==> src/rtl/sweep_response_capture_pkg.sv <==
// Shared definitions for the sweep response capture path:
// default widths and the capture FSM state encoding.
package sweep_response_capture_pkg;

    localparam int FREQ_W_DEF = 32;
    localparam int ADC_W_DEF  = 12;
    localparam int CNT_W_DEF  = 16;

    typedef enum logic [1:0] {
        IDLE    = 2'd0,
        SETTLE  = 2'd1,
        MEASURE = 2'd2
    } cap_state_t;

endpackage

==> src/rtl/sweep_response_capture_minmax_tracker.sv <==
// Running min/max tracker over a stream of unsigned samples.
// Ports: clk, rstn, clear (restart tracking), sample_valid, sample in;
// min_val/max_val out, already folding in the current valid sample.
module minmax_tracker #(
    parameter int W = 12
) (
    input  logic         clk,
    input  logic         rstn,
    input  logic         clear,
    input  logic         sample_valid,
    input  logic [W-1:0] sample,
    output logic [W-1:0] min_val,
    output logic [W-1:0] max_val
);

    logic [W-1:0] min_q;
    logic [W-1:0] max_q;

    // Outputs include the sample presented this cycle so the owner can
    // take a final result on the same edge that the last sample arrives.
    always_comb begin
        min_val = min_q;
        max_val = max_q;
        if (sample_valid && (sample < min_q)) min_val = sample;
        if (sample_valid && (sample > max_q)) max_val = sample;
    end

    // clear dominates so a result taken this cycle still sees old state
    always_ff @(posedge clk or negedge rstn) begin
        if (!rstn) begin
            min_q <= '1;
            max_q <= '0;
        end else if (clear) begin
            min_q <= '1;
            max_q <= '0;
        end else if (sample_valid) begin
            min_q <= min_val;
            max_q <= max_val;
        end
    end

endmodule

==> src/rtl/sweep_response_capture.sv <==
// Detects frequency steps/wraps on the DDS ramp, waits a settle time,
// then measures peak-to-peak ADC amplitude and emits (freq, amp).
// Ports: cfg_write/cfg_settle/cfg_window config, enable, freq_word,
// adc_valid/adc_data in; res_valid/res_ready/res_freq/res_amp stream;
// sweep_wrap pulse, busy, drop_cnt status.
module sweep_response_capture
    import sweep_response_capture_pkg::*;
#(
    parameter int FREQ_W = FREQ_W_DEF,
    parameter int ADC_W  = ADC_W_DEF,
    parameter int CNT_W  = CNT_W_DEF
) (
    input  logic              clk,
    input  logic              rstn,
    input  logic              cfg_write,
    input  logic [CNT_W-1:0]  cfg_settle,
    input  logic [CNT_W-1:0]  cfg_window,
    input  logic              enable,
    input  logic [FREQ_W-1:0] freq_word,
    input  logic              adc_valid,
    input  logic [ADC_W-1:0]  adc_data,
    output logic              res_valid,
    input  logic              res_ready,
    output logic [FREQ_W-1:0] res_freq,
    output logic [ADC_W-1:0]  res_amp,
    output logic              sweep_wrap,
    output logic              busy,
    output logic [CNT_W-1:0]  drop_cnt
);

    localparam logic [CNT_W-1:0] ONE = CNT_W'(1);

    cap_state_t        state;
    logic [FREQ_W-1:0] freq_prev;
    logic [FREQ_W-1:0] cur_freq;
    logic [CNT_W-1:0]  buf_settle;
    logic [CNT_W-1:0]  buf_window;
    logic [CNT_W-1:0]  act_settle;
    logic [CNT_W-1:0]  act_window;
    logic [CNT_W-1:0]  cnt;
    logic [CNT_W-1:0]  nsamp;
    logic [ADC_W-1:0]  trk_min;
    logic [ADC_W-1:0]  trk_max;

    logic step_evt;
    logic measuring;
    logic sample_en;
    logic complete;
    logic abort;
    logic slot_free;
    logic load;
    logic drop;
    logic trk_clear;

    assign step_evt  = enable & (freq_word != freq_prev);
    assign measuring = (state == MEASURE);
    assign sample_en = measuring & adc_valid & enable;
    assign complete  = sample_en & (nsamp == act_window - ONE);
    // completion wins over a coincident step, so that is not an abort
    assign abort     = step_evt & (state != IDLE) & ~complete;
    assign slot_free = ~res_valid | res_ready;
    assign load      = complete & slot_free;
    assign drop      = abort | (complete & ~slot_free);
    assign trk_clear = step_evt | ~measuring;
    assign busy      = (state != IDLE);

    minmax_tracker #(
        .W(ADC_W)
    ) u_tracker (
        .clk          (clk),
        .rstn         (rstn),
        .clear        (trk_clear),
        .sample_valid (sample_en),
        .sample       (adc_data),
        .min_val      (trk_min),
        .max_val      (trk_max)
    );

    // Edge detection and wrap pulse
    always_ff @(posedge clk or negedge rstn) begin
        if (!rstn) begin
            freq_prev  <= '0;
            sweep_wrap <= 1'b0;
        end else begin
            freq_prev  <= freq_word;
            sweep_wrap <= enable & (freq_word < freq_prev);
        end
    end

    // Config buffers; a zero window is stored as one sample
    always_ff @(posedge clk or negedge rstn) begin
        if (!rstn) begin
            buf_settle <= '0;
            buf_window <= ONE;
        end else if (cfg_write) begin
            buf_settle <= cfg_settle;
            buf_window <= (cfg_window == '0) ? ONE : cfg_window;
        end
    end

    // Capture FSM
    always_ff @(posedge clk or negedge rstn) begin
        if (!rstn) begin
            state      <= IDLE;
            cur_freq   <= '0;
            act_settle <= '0;
            act_window <= ONE;
            cnt        <= '0;
            nsamp      <= '0;
        end else if (!enable) begin
            state <= IDLE;
        end else if (step_evt) begin
            cur_freq   <= freq_word;
            act_settle <= buf_settle;
            act_window <= buf_window;
            cnt        <= '0;
            nsamp      <= '0;
            state      <= (buf_settle == '0) ? MEASURE : SETTLE;
        end else begin
            case (state)
                SETTLE: begin
                    if (cnt == act_settle - ONE) begin
                        state <= MEASURE;
                        nsamp <= '0;
                    end else begin
                        cnt <= cnt + ONE;
                    end
                end
                MEASURE: begin
                    if (sample_en) begin
                        nsamp <= nsamp + ONE;
                        if (complete) state <= IDLE;
                    end
                end
                IDLE:    ;
                default: state <= IDLE;
            endcase
        end
    end

    // Single-entry result slot
    always_ff @(posedge clk or negedge rstn) begin
        if (!rstn) begin
            res_valid <= 1'b0;
            res_freq  <= '0;
            res_amp   <= '0;
        end else if (load) begin
            res_valid <= 1'b1;
            res_freq  <= cur_freq;
            res_amp   <= trk_max - trk_min;
        end else if (res_ready) begin
            res_valid <= 1'b0;
        end
    end

    // Saturating loss counter
    always_ff @(posedge clk or negedge rstn) begin
        if (!rstn) begin
            drop_cnt <= '0;
        end else if (drop && (drop_cnt != '1)) begin
            drop_cnt <= drop_cnt + ONE;
        end
    end

endmodule

==> config.mk <==
export PLATFORM = sky130hd
export DESIGN_NAME = sweep_response_capture
export DESIGN_NICKNAME = d
export VERILOG_FILES = /design/src/rtl/sweep_response_capture_pkg.sv /design/src/rtl/sweep_response_capture_minmax_tracker.sv /design/src/rtl/sweep_response_capture.sv
export SDC_FILE = /design/constraint.sdc
export NUM_CORES = 1
export LEC_CHECK = 0
export ABC_AREA = 1
export CORE_MARGIN = 2
export CORE_UTILIZATION = 45
export CTS_CLUSTER_SIZE = 40
export DETAILED_ROUTE_END_ITERATION = 12
export PLACE_DENSITY = 0.65
export REMOVE_ABC_BUFFERS = 1
export SLEW_MARGIN = 20
export SYNTH_ARGS = -nofsm -noshare
export SYNTH_HDL_FRONTEND = slang
export SYNTH_SLANG_ARGS = --single-unit
export TNS_END_PERCENT = 10
==> constraint.sdc <==
create_clock -name clk -period 4.3 [get_ports clk]
set_clock_uncertainty 0.15 [all_clocks]
set_input_delay 0.86 -clock clk [delete_from_list [all_inputs] [get_ports clk]]
set_output_delay 0.86 -clock clk [all_outputs]
set_load 0.02 [all_outputs]
# After elaboration in Yosys (flattened, before gate mapping)
# Index checks and enable logic that the tools add are counted.
word_totals:
  latch_bits: 0
  romBits: 0
  inputBits: 82
  out_inout_bits: 63
  word_cells: 92
  mem_bits_rw: 0
  n_memories: 0
  regBits: 248
classes:
  n_bitwise: 16
  n_reduce_logical: 15
  div: 0
  shift: 0
  add_sub_neg: 6
  multipliers: 0
  mux: 23
  n_lt_le_gt_ge: 3
  n_eq_ne: 13
op_table:
  columns: ["op", "n"]
  rows:
  - ["16-bit two-way mux", 7]
  - ["12-bit two-way mux", 6]
  - ["16-bit by 1-bit adder with 16-bit output (second input constant)", 3]
  - ["16-bit equality test", 2]
  - ["16-bit zero test", 2]
  - ["32-bit < comparator", 1]
  - ["32-bit != test", 1]
  - ["16-bit one-hot mux with 2 select lines", 1]
  - ["16-bit by 1-bit subtractor with 16-bit output (second input constant)", 2]
  - ["16-bit != test (second input constant)", 1]
  - ["12-bit > comparator", 1]
  - ["12-bit < comparator", 1]
  - ["2-bit two-way mux", 6]
  - ["12-bit subtractor", 1]
  - ["1-bit AND", 9]
  - ["4-bit by 3-bit != test with 1-bit output (second input constant)", 2]
  - ["4-bit AND reduction", 2]
  - ["2-bit nonzero test", 4]
  - ["3-bit != test (second input constant)", 2]
  - ["2-bit one-hot mux with 3 select lines", 1]
  - ["4-bit != test (second input constant)", 1]
  - ["1-bit NOT", 4]
  - ["1-bit logical AND", 3]
  - ["3-bit by 2-bit != test with 1-bit output (second input constant)", 1]
  - ["9 further kinds", 12]

# Longest topological paths before layout
logic_depth:
  word_depth: 9
  ltp_mapped: 26

# Hierarchy
# A second synthesis with hierarchy kept.
unflattened:
  cells_unflattened: 1810
  area_unflattened_um2: 14097.3
modules_own_cells:
  columns: ["mod", "instances", "seq_area_each_um2", "area_per_inst_um2", "cells_per_inst"]
  rows:
  - ["sweep_response_capture", 1, 5607.9, 12246.7, 1549]
  - ["minmax_tracker", 1, 615.6, 1850.5, 261]

# Least setup slack after synthesis
# No wires, ideal clock.
synth_path:
  path_type: "input to register"
  startpoint: "in adc_data[11]"
  endpoint: "reg res_amp[8]"
  required_time_ns: 4.033
  n_path_buf: 2
  cell_stages: 20
  setup_slack_ns: 0.538
  arrival_time_ns: 3.494
  cell_sequence: "ha_1 > a21o_1 > nor2_1 > nand3_2 > nand2_1 > buf_2 > clkbuf_1 > nor2_1 > a21oi_1 > ha_1 > inv_1 > fa_1 > nand3_1 > nand2_1 > nand3_1 > nand2_1 > nand2_1 > nand3_1 > nand3_1 > nand2_1"
synth_via:
  elab_chain_cells: 4
  word_cells_on_any_way: 7
  classes_between: "1 x add/sub; 2 x order compare; 2 x mux; 2 x reduce/logical"
synth_rtl:
  columns: ["element", "line_no", "source"]
  rows:
  - ["start, declared", "sweep_response_capture.sv:21", "input logic [ADC_W-1:0] adc_data,"]
  - ["12-bit > comparator / 12-bit < comparator (equally long branches)", "sweep_response_capture_minmax_tracker.sv:25, sweep_response_capture_minmax_tracker.sv:24", null]
  - ["1-bit logical AND (on tied branches)", "sweep_response_capture_minmax_tracker.sv:25, sweep_response_capture_minmax_tracker.sv:24", null]
  - ["12-bit two-way mux (on tied branches)", "sweep_response_capture_minmax_tracker.sv:25, sweep_response_capture_minmax_tracker.sv:24", null]
  - ["12-bit subtractor *", "sweep_response_capture.sv:150", "res_amp <= trk_max - trk_min;"]
  - ["end signal, assigned", "sweep_response_capture.sv:150", null]
  - ["end, declared", "sweep_response_capture.sv:25", "output logic [ADC_W-1:0] res_amp,"]
# Every way passes the cells marked *; elsewhere a longest branch is shown, timed or not.
# A chain may end at the register's enable or synchronous reset.

# Final worst setup path
layout_path:
  startpoint: "in adc_data[11]"
  endpoint: "reg res_amp[11]"
# Same word-level chain as after synthesis.

==> impl_summary.txt <==
----------------------------------------------------
[Placement]
  Buffers added on ports ... between 100 and 150
  DPL Wire Length ... 22200 um
  Routability-driven placement congestion ratio ... about 0.88
  Placed cell count ... about 2200
  Post-place setup slack ... 0.149 ns

[Layout]
  Proportion of layout cells with a drive suffix above 1 ... 6.78%
  Layout net count ... 1957
  Number of standard cells in the final layout excluding fillers ... 2220
  Number of filler cells placed in the layout ... 2733
  Area taken by flip-flops and latches ... 6220 sq um
  Final cell utilization of the core ... 54.9%
  Layout-stage area growth over the synthesis result ... 20.5%
  Area used by multi-input combinational logic ... 6160 sq um

[Timing]
  Slew at the pin with the worst max-slew slack ... 0.945 ns
  Setup repair after global routing missed its margin ... false
  Worst relative slew slack ... 37.0%
  Portion of the clock cycle consumed by the worst path in the final layout ... 84.4%
  Setup violation total in the final timing report ... 0
  Final critical delay including setup and external delays ... 3.63 ns
  Setup total negative slack ... 0 ns
  Final WS setup ... 0.670 ns
  Final Hold Viols ... 0
  Final max-slew violation count ... 0
  Max Fclk ... 276 MHz

[Clocking]
  Clock-pin slew on the worst setup and hold paths ... ~0.06 ns
  Number of cells upsized or downsized after cts ... 0
  Sinks on Clock Net ... approximately 250
  CTS Hold Buffers Added ... 0
  Total CTS buffers ... 28
  Maximum buffer depth of the clock tree ... 3
  Clock latency at the later pin of the worst-skew pair ... 0.55 ns
  Master cell of the clock root buffer ... clkbuf_16
  Number of H-tree levels ... 1
  TritonCTS clock tree ... built
  Total setup buffers inserted after CTS ... 0

[Detailed routing]
  First-pass DRT Iterations ... 5
  Vias ... approximately 11000
  Detailed-route vias per instance ... approximately 4.9
  Routed Antenna Nets ... 0
  Routed length per placed instance ... 13.8 um
  Starting DRT DRC Count ... about 660
  Total detailed-routing wirelength ... around 31000 um
  DRC viols ... 0

[GRT]
  Overall overflow remaining after global route ... 0
  Maximum number of pins on one net before global-route repair ... 125
  Vias in the first global route ... 10500
  Initial antenna violation count ... 1
  Global-route wire length before repair ... 51600 um
  All-layer global routing usage ... roughly 20%

[Worst setup path]
  CP max-delay cell ... clkdlybuf4s50_1
  Data required, critical path ... 4.58 ns
  Critical setup path kind ... in -> reg
  Biggest cell delay along the critical path ... about 0.48 ns
  Critical Path Source ... adc_data[11]
  Kind of start point of the critical path ... input pin
  Largest fanout on the critical path ... 18
  Crit-path most repeated cell ... nand2_1
  Critical path endpoint category ... flip-flop
  CP bufs+invs ... 4
  Series of cell instances along the critical path ... clkdlybuf4s50_1, ha_1, nand2_1, inv_1, nand2_1, nor2_1, nand2_1, nand3_2, nand2_1, buf_4, o21ai_0, inv_1, ha_1, nand3_1, nor2_1, nand3_1, nand3_1, nand2_1, nand3_1, nand2_1
  Dominant delay contributor by cell family on the critical path ... simple AND/OR/NAND/NOR gates
  Data arrival time of the critical path ... 3.91 ns
  Reg2reg start ... u_tracker.min_q[11]$_DFFE_PN1P_

[Power and ir drop]
  Maximum ir drop on the vdd rail ... around 260 uV
  Reported leakage power ... around 7.8 nW
  Total power per unit cell area ... 347 nW/um^2
  Total design power ... 0.00562 W

[Logic synthesis]
  Count of unique library cells instantiated by Yosys ... 53
  Average cell area after synthesis ... a little over 8 sq um
  Most frequently used flop master after synthesis ... dfrtp_1
  Number of warnings issued by yosys ... 0
  Post-synthesis cell area ... 13500 sq um
  Number of synthesized flops with an enable pin ... 0
  Portion of the post-synthesis area used by sequential elements ... 46.2%
  Synth Register Bits ... 248
  Number of instances in the synthesized netlist ... 1662
  Async set-or-reset flop fraction in the synthesized netlist ... 100%

[Floorplan]
  Top-level port count ... 145
  Width of the die ... ~180 um
  Core area ... 29600 sq um
  Initial Utilization ... between 40% and 50%
  Number of rows in the core area ... 63
  Die Height ... 177 um
  Area of the die ... 31300 sq um

[Status]
  Run status ... finished, final reports clean

[Run]
  Maxcap violations ... 0

[Worst hold path]
  Worst hold path class ... in -> async

----------------------------------------------------
per-stage QoR:
stage	hold slack [ns]	instance area (sq um)
3_5_place_dp	0.308	15300
4_1_cts	0.313	16200
5_1_grt	0.341	16200
6_report	0.247	16200
2_1_floorplan	0.292	13200
3_3_place_gp	0.304	15300
placed cells by master (no fill, tap or decap), types with 2 or more instances in the layout:
cell             instances
a211o_1                  2
a21oi_1                 37
a31oi_1                  2
buf_12                   2
buf_4                   14
clkbuf_1                 5
clkbuf_16               28
clkbuf_8                 5
clkdlybuf4s50_1        142
clkinv_2                 9
dfrtp_1                234
dfstp_2                 14
ha_1                    67
inv_1                  221
inv_2                    5
inv_6                    2
nand2_1                501
nand2_2                  6
nand2_4                  2
nand3_1                 58
nand3_2                  7
nand3_4                  2
nand3b_1                 3
nand4_1                 30
nor2_1                  87
nor2_2                   5
nor2_4                   5
nor3_1                  23
nor3_4                   3
nor4_1                  16
o21ai_0                117
o21ai_1                 45
o21ai_2                  3
o21bai_1                 3
o31ai_1                  8
or2_2                    2
xnor2_1                 25
xor2_1                  66
path summary, 6_finish.rpt:
| kind | end | slack, ns | depth (start not counted) |
|---|---|---|---|
| min in group clk | res_freq[4]$_DFFE_PN0P_ | 0.32 | 2 |
| min reg2reg | res_freq[4]$_DFFE_PN0P_ | 0.32 | 2 |
| min | res_freq[13]$_DFFE_PN0P_ | 0.25 | 1 |
| max | res_amp[11]$_DFFE_PN0P_ | 0.67 | 20 |
| max reg2reg | res_amp[10]$_DFFE_PN0P_ | 1.01 | 18 |
| max in group asynchronous | u_tracker.min_q[9]$_DFFE_PN1P_ | 2.74 | 2 |
state kept, by name (all words and copies together), names as in the netlist, 12 cells and up:
| register | flops |
|---|---|
| act_settle | 16 |
| act_window | 16 |
| buf_settle | 16 |
| buf_window | 16 |
| cnt | 16 |
| cur_freq | 32 |
| drop_cnt | 16 |
| freq_prev | 32 |
| nsamp | 16 |
| res_amp | 12 |
| res_freq | 32 |
| u_tracker.max_q | 12 |
| u_tracker.min_q | 12 |
synth_stat cells, types with 2 or more instances:
cell,number,area share [%]
nand2_1,501,14
dfrtp_1,234,43
inv_1,221,6.2
o21ai_0,117,4.3
nor2_1,87,2.4
ha_1,67,6.2
xor2_1,66,4.3
nand3_1,58,2.2
o21ai_1,45,1.7
a21oi_1,37,1.4
nand4_1,30,1.4
clkbuf_1,28,0.78
xnor2_1,25,1.6
nor3_1,23,0.85
nor4_1,16,0.74
dfstp_2,14,2.7
o31ai_1,8,0.45
buf_2,7,0.26
nand3_2,7,0.52
nand2_2,6,0.28
buf_6,5,0.42
inv_2,5,0.14
nor2_2,5,0.23
nor2_4,5,0.42
buf_4,3,0.17
nand3b_1,3,0.17
nor3_4,3,0.36
o21ai_2,3,0.20
o21bai_1,3,0.17
a211o_1,2,0.13
a31oi_1,2,0.093
buf_1,2,0.056
nand2_4,2,0.17
nand3_4,2,0.26
or2_2,2,0.093
power breakdown:
part | switching [W] | internal (W)
Combinational | 0.000434 | 0.000306
Clock | 0.000966 | 0.00135
Sequential | 0.000103 | 0.00247
per-layer routing:
| metal | up-vias | global-route usage [%] | wire length [um] |
|---|---|---|---|
| met5 | - | 0 | 0 |
| met4 | 0 | 4.75 | 564 |
| met3 | 36 | 2.51 | 1250 |
| met2 | 205 | 31.8 | 13800 |
| met1 | 5084 | 29.2 | 15100 |
| li1 | 5584 | - | - |
logic make-up after synthesis:
family,count (synthesis),share of synthesized area [%]
DFF,248,46.2
buffers and inverters,272,8.03
xor gates and xnor gates,92,6.04
and+or+nand+nor,758,24.5
adders and majority gates,68,6.37
AOI/OAI and AO/OA,224,8.83
layout make-up:
type	count	area share, %
well taps	390	3.01
clock buffers	38	4.86
clock inverters	14	0.717
multi-input cells	1142	38.0
flip-flops and latches	248	38.4
repair buffers	160	9.78
inverters	227	5.27
diodes	1	0.0154
No activity file was read; power rests on OpenSTA's default activity.
